### src/rtl/pc_sequencer.sv
// rtl/pc_sequencer.sv - fetch program counter sequencer with redirect, trap, halt and bound handling
// Presents the PC to fetch over valid/ready; all outputs are registered one cycle after the decision.
module pc_sequencer #(
    parameter int          IMEM_WORDS = 128,
    parameter logic [31:0] RESET_PC   = 32'h0000_0000,
    parameter logic [31:0] TRAP_PC    = 32'h0000_0100,
    parameter int          CNT_W      = 16
) (
    input  logic             clk,
    input  logic             rst,
    output logic             o_valid,
    output logic [31:0]      o_pc,
    input  logic             i_ready,
    input  logic             i_redirect_valid,
    input  logic [31:0]      i_redirect_pc,
    input  logic             i_trap,
    input  logic             i_halt_req,
    input  logic             i_resume,
    output logic             o_halted,
    output logic             o_bad_target,
    output logic [CNT_W-1:0] o_redirect_cnt
);

    localparam logic [31:0] IMEM_BYTES = 32'(IMEM_WORDS * 4);
    localparam logic [31:0] LAST_PC    = 32'((IMEM_WORDS - 1) * 4);

    typedef enum logic {
        ST_RUN    = 1'b0,
        ST_HALTED = 1'b1
    } state_t;

    state_t             r_state;
    state_t             w_state_nxt;
    logic               r_valid;
    logic               w_valid_nxt;
    logic [31:0]        r_pc;
    logic [31:0]        w_pc_nxt;
    logic               r_bad;
    logic               w_bad_nxt;
    logic [CNT_W-1:0]   r_cnt;
    logic [CNT_W-1:0]   w_cnt_nxt;
    logic [CNT_W-1:0]   w_cnt_inc;
    logic               w_good_target;

    assign w_good_target = (i_redirect_pc[1:0] == 2'b00) && (i_redirect_pc < IMEM_BYTES);
    // Saturate instead of wrapping so a long-running count never looks small.
    assign w_cnt_inc     = (r_cnt == {CNT_W{1'b1}}) ? r_cnt : r_cnt + CNT_W'(1);

    always_comb begin
        w_state_nxt = r_state;
        w_valid_nxt = r_valid;
        w_pc_nxt    = r_pc;
        w_bad_nxt   = 1'b0;
        w_cnt_nxt   = r_cnt;
        case (r_state)
            ST_RUN: begin
                if (i_trap) begin
                    w_pc_nxt    = TRAP_PC;
                    w_valid_nxt = 1'b1;
                    w_cnt_nxt   = w_cnt_inc;
                end else if (i_redirect_valid) begin
                    w_pc_nxt    = w_good_target ? i_redirect_pc : TRAP_PC;
                    w_valid_nxt = 1'b1;
                    w_bad_nxt   = !w_good_target;
                    w_cnt_nxt   = w_cnt_inc;
                end else if (i_halt_req) begin
                    w_state_nxt = ST_HALTED;
                    w_valid_nxt = 1'b0;
                end else if (r_valid && i_ready) begin
                    if (r_pc == LAST_PC) begin
                        w_state_nxt = ST_HALTED;
                        w_valid_nxt = 1'b0;
                    end else begin
                        w_pc_nxt    = r_pc + 32'd4;
                        w_valid_nxt = 1'b1;
                    end
                end
            end
            ST_HALTED: begin
                if (i_resume) begin
                    w_state_nxt = ST_RUN;
                    w_pc_nxt    = RESET_PC;
                    w_valid_nxt = 1'b1;
                end
            end
            default: begin
                w_state_nxt = ST_RUN;
                w_pc_nxt    = RESET_PC;
                w_valid_nxt = 1'b1;
            end
        endcase
    end

    always_ff @(posedge clk) begin
        if (rst) begin
            r_state <= ST_RUN;
            r_valid <= 1'b1;
            r_pc    <= RESET_PC;
            r_bad   <= 1'b0;
            r_cnt   <= '0;
        end else begin
            r_state <= w_state_nxt;
            r_valid <= w_valid_nxt;
            r_pc    <= w_pc_nxt;
            r_bad   <= w_bad_nxt;
            r_cnt   <= w_cnt_nxt;
        end
    end

    assign o_valid        = r_valid;
    assign o_pc           = r_pc;
    assign o_halted       = (r_state == ST_HALTED);
    assign o_bad_target   = r_bad;
    assign o_redirect_cnt = r_cnt;

endmodule

### config.mk
export PLATFORM = sky130hd
export DESIGN_NAME = pc_sequencer
export DESIGN_NICKNAME = d
export VERILOG_FILES = /design/src/rtl/pc_sequencer.sv
export SDC_FILE = /design/constraint.sdc
export NUM_CORES = 1
export LEC_CHECK = 0
export CELL_PAD_IN_SITES_DETAIL_PLACEMENT = 1
export CELL_PAD_IN_SITES_GLOBAL_PLACEMENT = 1
export CORE_ASPECT_RATIO = 0.8
export CORE_MARGIN = 2
export CORE_UTILIZATION = 30
export CTS_CLUSTER_SIZE = 14
export DETAILED_ROUTE_END_ITERATION = 6
export PLACE_DENSITY = 0.77
export SYNTH_ARGS = -nofsm -noshare
export SYNTH_HDL_FRONTEND = slang
export SYNTH_SLANG_ARGS = --single-unit
### constraint.sdc
create_clock -name clk -period 6.5 [get_ports clk]
set_input_delay 1.95 -clock clk [delete_from_list [all_inputs] [get_ports clk]]
set_output_delay 1.95 -clock clk [all_outputs]
set_load 0.005 [all_outputs]
Yosys cells after proc, flatten, opt, wreduce, memory -nomap -nowiden
Cells that the tools add are included. Widths: inputs -> output; s select.

Register bits: 51. Input port bits: 39. Output and inout port bits: 51.

$add $sub $neg: 2. Magnitude comparators: 1. Equal/unequal tests: 7. Mux-type cells: 25. Bitwise gates (word level): 2. Reduce and logical (&&, ||, !) cells: 9.

Operators by type and width (number): $mux 32 (7); $pmux 32 s2 (1); $mux 16 (3); $add 32x3->32 const B (1); $eq 32x9->1 const B (1); $lt 32x10->1 const B (1); $add 16x1->16 const B (1); $eq 16x16->1 const B (1); $mux 1 (12); $ne 4x4->1 const B (3); $ne 5x5->1 const B (1); $pmux 1 s2 (2); $reduce_and 2->1 (2); $reduce_and 4->1 (1); $reduce_or 4->1 (1); $logic_and 1x1->1 (2); $logic_not 2->1 (1); $ne 2x2->1 const B (1); $not 1->1 (2); $reduce_bool 2->1 (1); $logic_not 1->1 (1).

Longest topological paths before layout
Gate-level depths: netlist of run 1.

Word-level depth: 7. Depth in mapped cells: 8. Mapped depth without buffers: 7.

Least setup slack after synthesis of run 1
OpenSTA, ideal clock, no wires.

Path type: input to register. Start: input port i_redirect_valid. End: register r_cnt[15], in the netlist o_redirect_cnt[15]. Data arrival time: 3.403 ns. Required time: 6.430 ns. Path slack: 3.027 ns. Cell stages on the path: 7. Path through: buf_4 nor2_1 or2_1 or4_1 buf_2 or3_1 a21oi_1.

Cells in the longest elaborated chain, start to end: 2.

RTL lines: from (decl) (RTL line 14) `input logic i_redirect_valid,`; $reduce_bool 2->1 (no source line); $reduce_and 2->1 (no source line); to (signal assigned) (RTL line 106) `r_cnt <= w_cnt_nxt;`; to (decl) (RTL line 40) `logic [CNT_W-1:0] r_cnt;`.

No other way between the ends. A chain may end at the register's enable or synchronous reset.

Worst setup path in the final report of run 1
Start: input port i_redirect_valid. End: register r_pc[30], in the netlist o_pc[30].

Cells in the longest elaborated chain, start to end: 3. Elaborated cells on any way between the ends: 7. Classes of those cells: eq/ne: 3; mux: 3; reduce/logical: 1.

RTL lines: $mux 32 (RTL line 61) `end else if (i_redirect_valid) begin`; $mux 32 (RTL line 57) `if (i_trap) begin`; $pmux 32 s2 (RTL line 55) `case (r_state)`; to (signal assigned) (RTL line 104) `r_pc <= w_pc_nxt;`; to (decl) (RTL line 36) `logic [31:0] r_pc;`.

Several ways; a longest one is shown, not always the timed one.

==> results of run 1 <==
==> cells in the final DEF, fill, tap and decap left out, types with 2 or more instances in the layout <==
cell type        count
dfxtp_1             51
or3_1                7
a221oi_1             2
o32ai_1              3
nor4b_1              2
nor4_2               2
a21oi_1             31
and3_1               5
nand2_1             36
nor3_1              20
o211ai_1             4
xor2_1               4
a21oi_2              2
ha_1                 2
clkbuf_16            5
nor3b_1              2
clkdlybuf4s50_1     89
a31oi_1              4
o21ai_0             22
nand2b_1             4
buf_4                2
a21o_1               2
a2bb2oi_1            3
nor2_1              42
o22a_1               2
inv_1               10
clkbuf_8             2
nand4_1             13
a211oi_1             2
and2_1               2
nand3_1             18
nor4_1              11
xnor2_1             11
o31ai_1              3
a22oi_1              3
a31o_2               2
and4_1               4
nor3_2               2
==> report_power, final <==
| group | switching, mW | leakage, nW | internal (mW) | total [mW] |
|---|---|---|---|---|
| sequential | 0.0154 | 0.414 | 0.322 | 0.337 |
| combinational | 0.0474 | 0.777 | 0.0554 | 0.103 |
| clock | 0.116 | 0.0772 | 0.164 | 0.281 |
| total | 0.179 | 1.27 | 0.541 | 0.721 |
==> final timing paths <==
kind	from	end	cells past startpoint	slack [ns]
worst min-delay path	o_pc[1]	o_pc[1]	1	0.49
worst min register to register	o_pc[1]	o_pc[1]	1	0.49
worst max-delay path	i_redirect_valid	o_pc[30]	6	2.24
worst max register to register	o_pc[2]	o_pc[27]	7	3.72
==> logic make-up after synthesis <==
| logic type | after synthesis |
|---|---|
| flip-flops | 51 |
| XOR/XNOR | 15 |
| AND/OR/NAND/NOR | 179 |
| AO/OA/AOI/OAI | 94 |
| adder cells (fa/ha/maj) | 2 |
| buffers and inverters | 27 |
==> routing by layer <==
metal	routed length (um)	global-route usage (%)	vias to the layer above
met3	685	4.97	8
met2	4770	32.9	102
met1	4970	28.6	1533
li1	-	-	1520
met4	80	3.66	0
met5	0	0	-
==> sequential cells by signal, indices dropped and copies added, names as in the netlist <==
| signal | cells |
|---|---|
| o_pc | 32 |
| o_valid | 1 |
| o_halted | 1 |
| o_bad_target | 1 |
| o_redirect_cnt | 16 |
==> final cells by class <==
class	count	area (um^2)	share of cell area, %
clock buffer	8	156	3.96
tap	115	144	3.64
timing repair buffer	91	906	22.9
multi-input combinational	290	1680	42.6
inverter	10	37.5	0.951
sequential	51	1020	25.9
==> per-stage QoR <==
step | cell area, um^2 | std cells | worst slack [ns]
2_1_floorplan | 2820 | 368 | 3.03
3_3_place_gp | 3790 | 557 | 2.07
3_5_place_dp | 3790 | 557 | 1.99
4_1_cts | 3950 | 565 | 2.24
5_1_grt | 3950 | 565 | 2.00
6_report | 3950 | 565 | 2.24
==> flow_summary.yaml, run 1 <==
power:
  finalPower_mw: 0.721
  vdd_drop_max_v: 0.0000987
  power_density_nw_per_um2: 183
  power.leakage_nw: 1.27
sta:
  period_minus_slack_ns: 4.26
  worst_hold_slack_ns: 0.486
  worstMarginPinSlew_ns: 0.839
  slew_violations: 0
  max_freq_mhz: 235
  rsz0062_at_grt: "false"
  finalHoldViolations: 0
  skew_ns: 0.00588
  finalSetupViolCount: 0
  slew-limit-headroom_pct: 43.9
  fin_setup_tns_ns: 0
  fin_crit_sh_pct: 65.6
clock_network:
  clockRootBuffer: "clkbuf_16"
  cts_tree: "done"
  numCtsBuffers: 5
  clk_latency_ns: 0.29
  clockBufferDepth: 2
  cts_max_level: 2
  postCtsSetupBuffers: 0
  cts_sinks: 51
  ctsResizeCount: 0
  hold_buffers: 0
  path_clk_slew_ns: 0.07
synthesis:
  netlist_instances: 368
  seq_area_frac_synth_pct: 36.2
  syn_area_um2: 2820
  synth_edf_count: 0
  avgSynthCellArea_um2: 7.66
  synth_most_common_cell: "dfxtp_1"
  synth_fa_ha_area_share_pct: 0.888
  netlist_top_cells_count: "51 x dfxtp_1, 42 x nor2_1, 36 x nand2_1"
  yosysTopAreaCell: "dfxtp_1"
  yosys.area_share.simple_pct: 33.2
  synth-seq-cells: 51
  synthXorXnorAreaFrac_pct: 4.66
  synthTopCellsByArea: "dfxtp_1 36%, nor2_1 5.6%, a21oi_1 5.5%"
  synth_top_family_by_area: "simple AND/OR/NAND/NOR gates"
  synth_cell_types: 55
  yosysWarnings: 0
  postSynth.asyncResetShare_pct: 0
  synth_compound_area_share_pct: 20.9
  synth.area.mux_share_pct: 0
  synth_top_area_share_pct: 36.2
  synth_nets: 409
  synth_flop_cell: "dfxtp_1"
finish:
  fillerInstances: 1128
  nets: 490
  n_antenna_cell: 0
  drive_above_1_share_pct: 4.67
  fin_util_pct: 43.5
  syn_to_final_growth_pct: 40.1
setup_path:
  cp.arrival_ns: 4.48
  start_kind: "primary input"
  crit_fanout: 12
  cp_slowest_cell: "nor2_1"
  critPathTopFamily: "simple AND/OR/NAND/NOR gates"
  slowest_delay_ns: 0.68
  crit_type: "primary input to register"
  crit_buf_inv: 1
  critical_path_required_ns: 6.72
  path_cells: "clkdlybuf4s50_1 > or3_1 > nor2_1 > nand3_1 > o21ai_0 > o2bb2ai_1"
  cp-end-kind: "register"
drt:
  antenna_left: 0
  vias: 3163
  wl_per_cell_um: 18.6
  via_per_inst: 5.60
  drt-pass1-iter-count: 5
  drtIter0Drc: 214
  drc: 0
  wl_mm: 10.5
status:
  outcome: "finished, final reports clean"
global_routing:
  grt_overflow: 0
  antenna_found_initial: 0
  grt_pass1_wl_mm: 17.2
  grtUsageTotal_pct: 20.6
  grt_max_degree: 31
  first_global_vias: 3242
floorplan:
  ios: 90
  rows: 31
  die_x_um: 112
  die_h_um: 90.7
  start_util_pct: 31.1
  die_area_um2: 10200
  core_um2: 9080
worst_hold_path:
  worst_hold_path_type: "register to register"
placement:
  place_congestion: 0.853
  place.port_buffers: 89
  hpwl_mm: 8.05
job:
  maxCapViolCount: 0
(Power assumes the default switching activity.)
==> run 2, diff against run 1 <==
PLACE_DENSITY = 0.8   (was 0.77)
clock period = 3.8 ns   (was 6.5 ns; I/O delays follow)
==> run 2 against run 1 <==
Net effect: register-to-register slack got worse by 2.7 ns; sequential share of layout area decreased by 0.11 points; cell count is 0.53% higher; die area unchanged; hold slack gained 0.014 ns; wire length decreased by 2.4%; count of clock-buffer cells in the layout shrank 2; utilization increased by 0.19 points; largest cell class unchanged; combinational power up 73%; power rose by 68%; critical path type unchanged.
==> flow_summary.yaml, run 2 (synthesis gave the netlist of run 1 again) <==
power:
  power.leakage_nw: 1.28
  vdd_drop_max_v: 0.000151
  seqPwrFrac_pct: 47.5
  sw_frac_of_total_pct: 25.3
  finalPower_mw: 1.21
  intPower_mw: 0.906
  power_density_nw_per_um2: 306
  power_switching_mw: 0.306
  clock_power_share_pct: 37.8
  power.share.combinational_pct: 14.7
finish:
  largest_reg_flops: 32
  drive_above_1_share_pct: 5.52
  mostFrequentLayoutCell: "clkdlybuf4s50_1"
  stdcell_area_um2: 3970
  fillerInstances: 1112
  register_area_um2: 1020
  fin_util_pct: 43.7
  final_cell_mix: "89 x clkdlybuf4s50_1, 51 x dfxtp_1, 42 x nor2_1"
  syn_to_final_growth_pct: 40.7
  nets: 494
  multi_input_area_um2: 1680
  n_antenna_cell: 0
sta:
  slew-limit-headroom_pct: 48.8
  finalSetupViolCount: 0
  worstMarginPinSlew_ns: 0.763
  finalHoldViolations: 0
  worst_hold_slack_ns: 0.500
  slew_violations: 0
  period_minus_slack_ns: 3.16
  fin_crit_sh_pct: 83.1
  skew_ns: 0.00490
  max_freq_mhz: 317
  fin_setup_tns_ns: 0
  rsz0062_at_grt: "false"
drt:
  vias: 3170
  antenna_left: 0
  drt-pass1-iter-count: 4
  via_per_inst: 5.58
  drc: 0
  wl_per_cell_um: 18.1
  drtIter0Drc: 217
  wl_mm: 10.3
setup_path:
  critical_path_required_ns: 4.01
  cp.arrival_ns: 3.37
  crit_path_frequent_cell: "o21ai_0"
  cp-end-kind: "register"
  path_cells: "clkdlybuf4s50_1 > buf_4 > or3_1 > nand2_1 > nand2b_1 > a21oi_2 > o21ai_0 > o21ai_0"
  start_kind: "primary input"
  cp_slowest_cell: "or3_1"
  crit_type: "primary input to register"
  critPathTopFamily: "simple AND/OR/NAND/NOR gates"
  slowest_delay_ns: 0.49
  crit_buf_inv: 2
  crit_fanout: 11
global_routing:
  grtUsageTotal_pct: 20.2
  grt_pass1_wl_mm: 17.0
  grt_max_degree: 30
  antenna_found_initial: 0
  grt_overflow: 0
  first_global_vias: 3323
floorplan:
  ios: 90
  start_util_pct: 31.1
  die_area_um2: 10200
  core_um2: 9080
  die_h_um: 90.7
  die_x_um: 112
  rows: 31
job:
  maxCapViolCount: 0
placement:
  hpwl_mm: 7.72
  dpl_cell_area_um2: 3820
  place_congestion: 0.864
  place.port_buffers: 89
clock_network:
  ctsResizeCount: 0
  cts_sinks: 51
  clockBufferDepth: 2
  clockRootBuffer: "clkbuf_16"
  postCtsSetupBuffers: 0
  cts_tree: "done"
  hold_buffers: 0
  numCtsBuffers: 5
  clk_latency_ns: 0.29
  path_clk_slew_ns: 0.07
  cts_max_level: 2
worst_hold_path:
  worst_hold_path_type: "register to register"
status:
  outcome: "finished, final reports clean"
[run 2: power groups by stage]
stage          logic, mW  clock network (mW)  registers, mW
6_report           0.178               0.458          0.576
5_1_grt            0.193               0.489          0.580
4_1_cts            0.178               0.468          0.576
3_5_place_dp       0.177                   0          0.588
3_3_place_gp       0.173                   0          0.587
2_1_floorplan     0.0770                   0          0.583
[run 2: area by class of cell]
class	instances	area share, %
clock buffers	6	3.50
clock inverters	1	0.126
inverters	10	0.946
multi-input cells	290	42.5
flip-flops and latches	51	25.7
well taps	115	3.63
repair buffers	95	23.6
[run 2: worst register-to-register path: cells and delay by family, from the launching register on]
kind | cells | cell delay, ns
adder cells (fa/ha/maj) | 1 | 0.31
AO/OA/AOI/OAI | 3 | 0.86
flip-flops | 1 | 0.41
AND/OR/NAND/NOR | 3 | 1.03
[run 2: per-layer routing]
| layer | vias up | wire length (um) | GRT usage [%] |
|---|---|---|---|
| met5 | - | 0 | 0 |
| met2 | 107 | 4640 | 32.0 |
| met4 | 0 | 102 | 4.78 |
| li1 | 1527 | - | - |
| met3 | 9 | 633 | 3.15 |
| met1 | 1527 | 4880 | 28.7 |
[run 2: through the flow]
stage	cells	setup WS [ns]
4_1_cts	568	0.641
6_report	568	0.643
3_3_place_gp	561	0.424
3_5_place_dp	561	0.378
2_1_floorplan	368	1.14
5_1_grt	568	0.514
[run 2: path summary, 6_finish.rpt]
check                   to        startpoint  slack [ns]  cells past startpoint
setup / recovery  o_pc[25]  i_redirect_valid        0.64                      8
hold / removal     o_pc[1]           o_pc[1]        0.50                      1
setup reg to reg  o_pc[23]           o_pc[2]        1.07                      7
hold reg to reg    o_pc[1]           o_pc[1]        0.50                      1
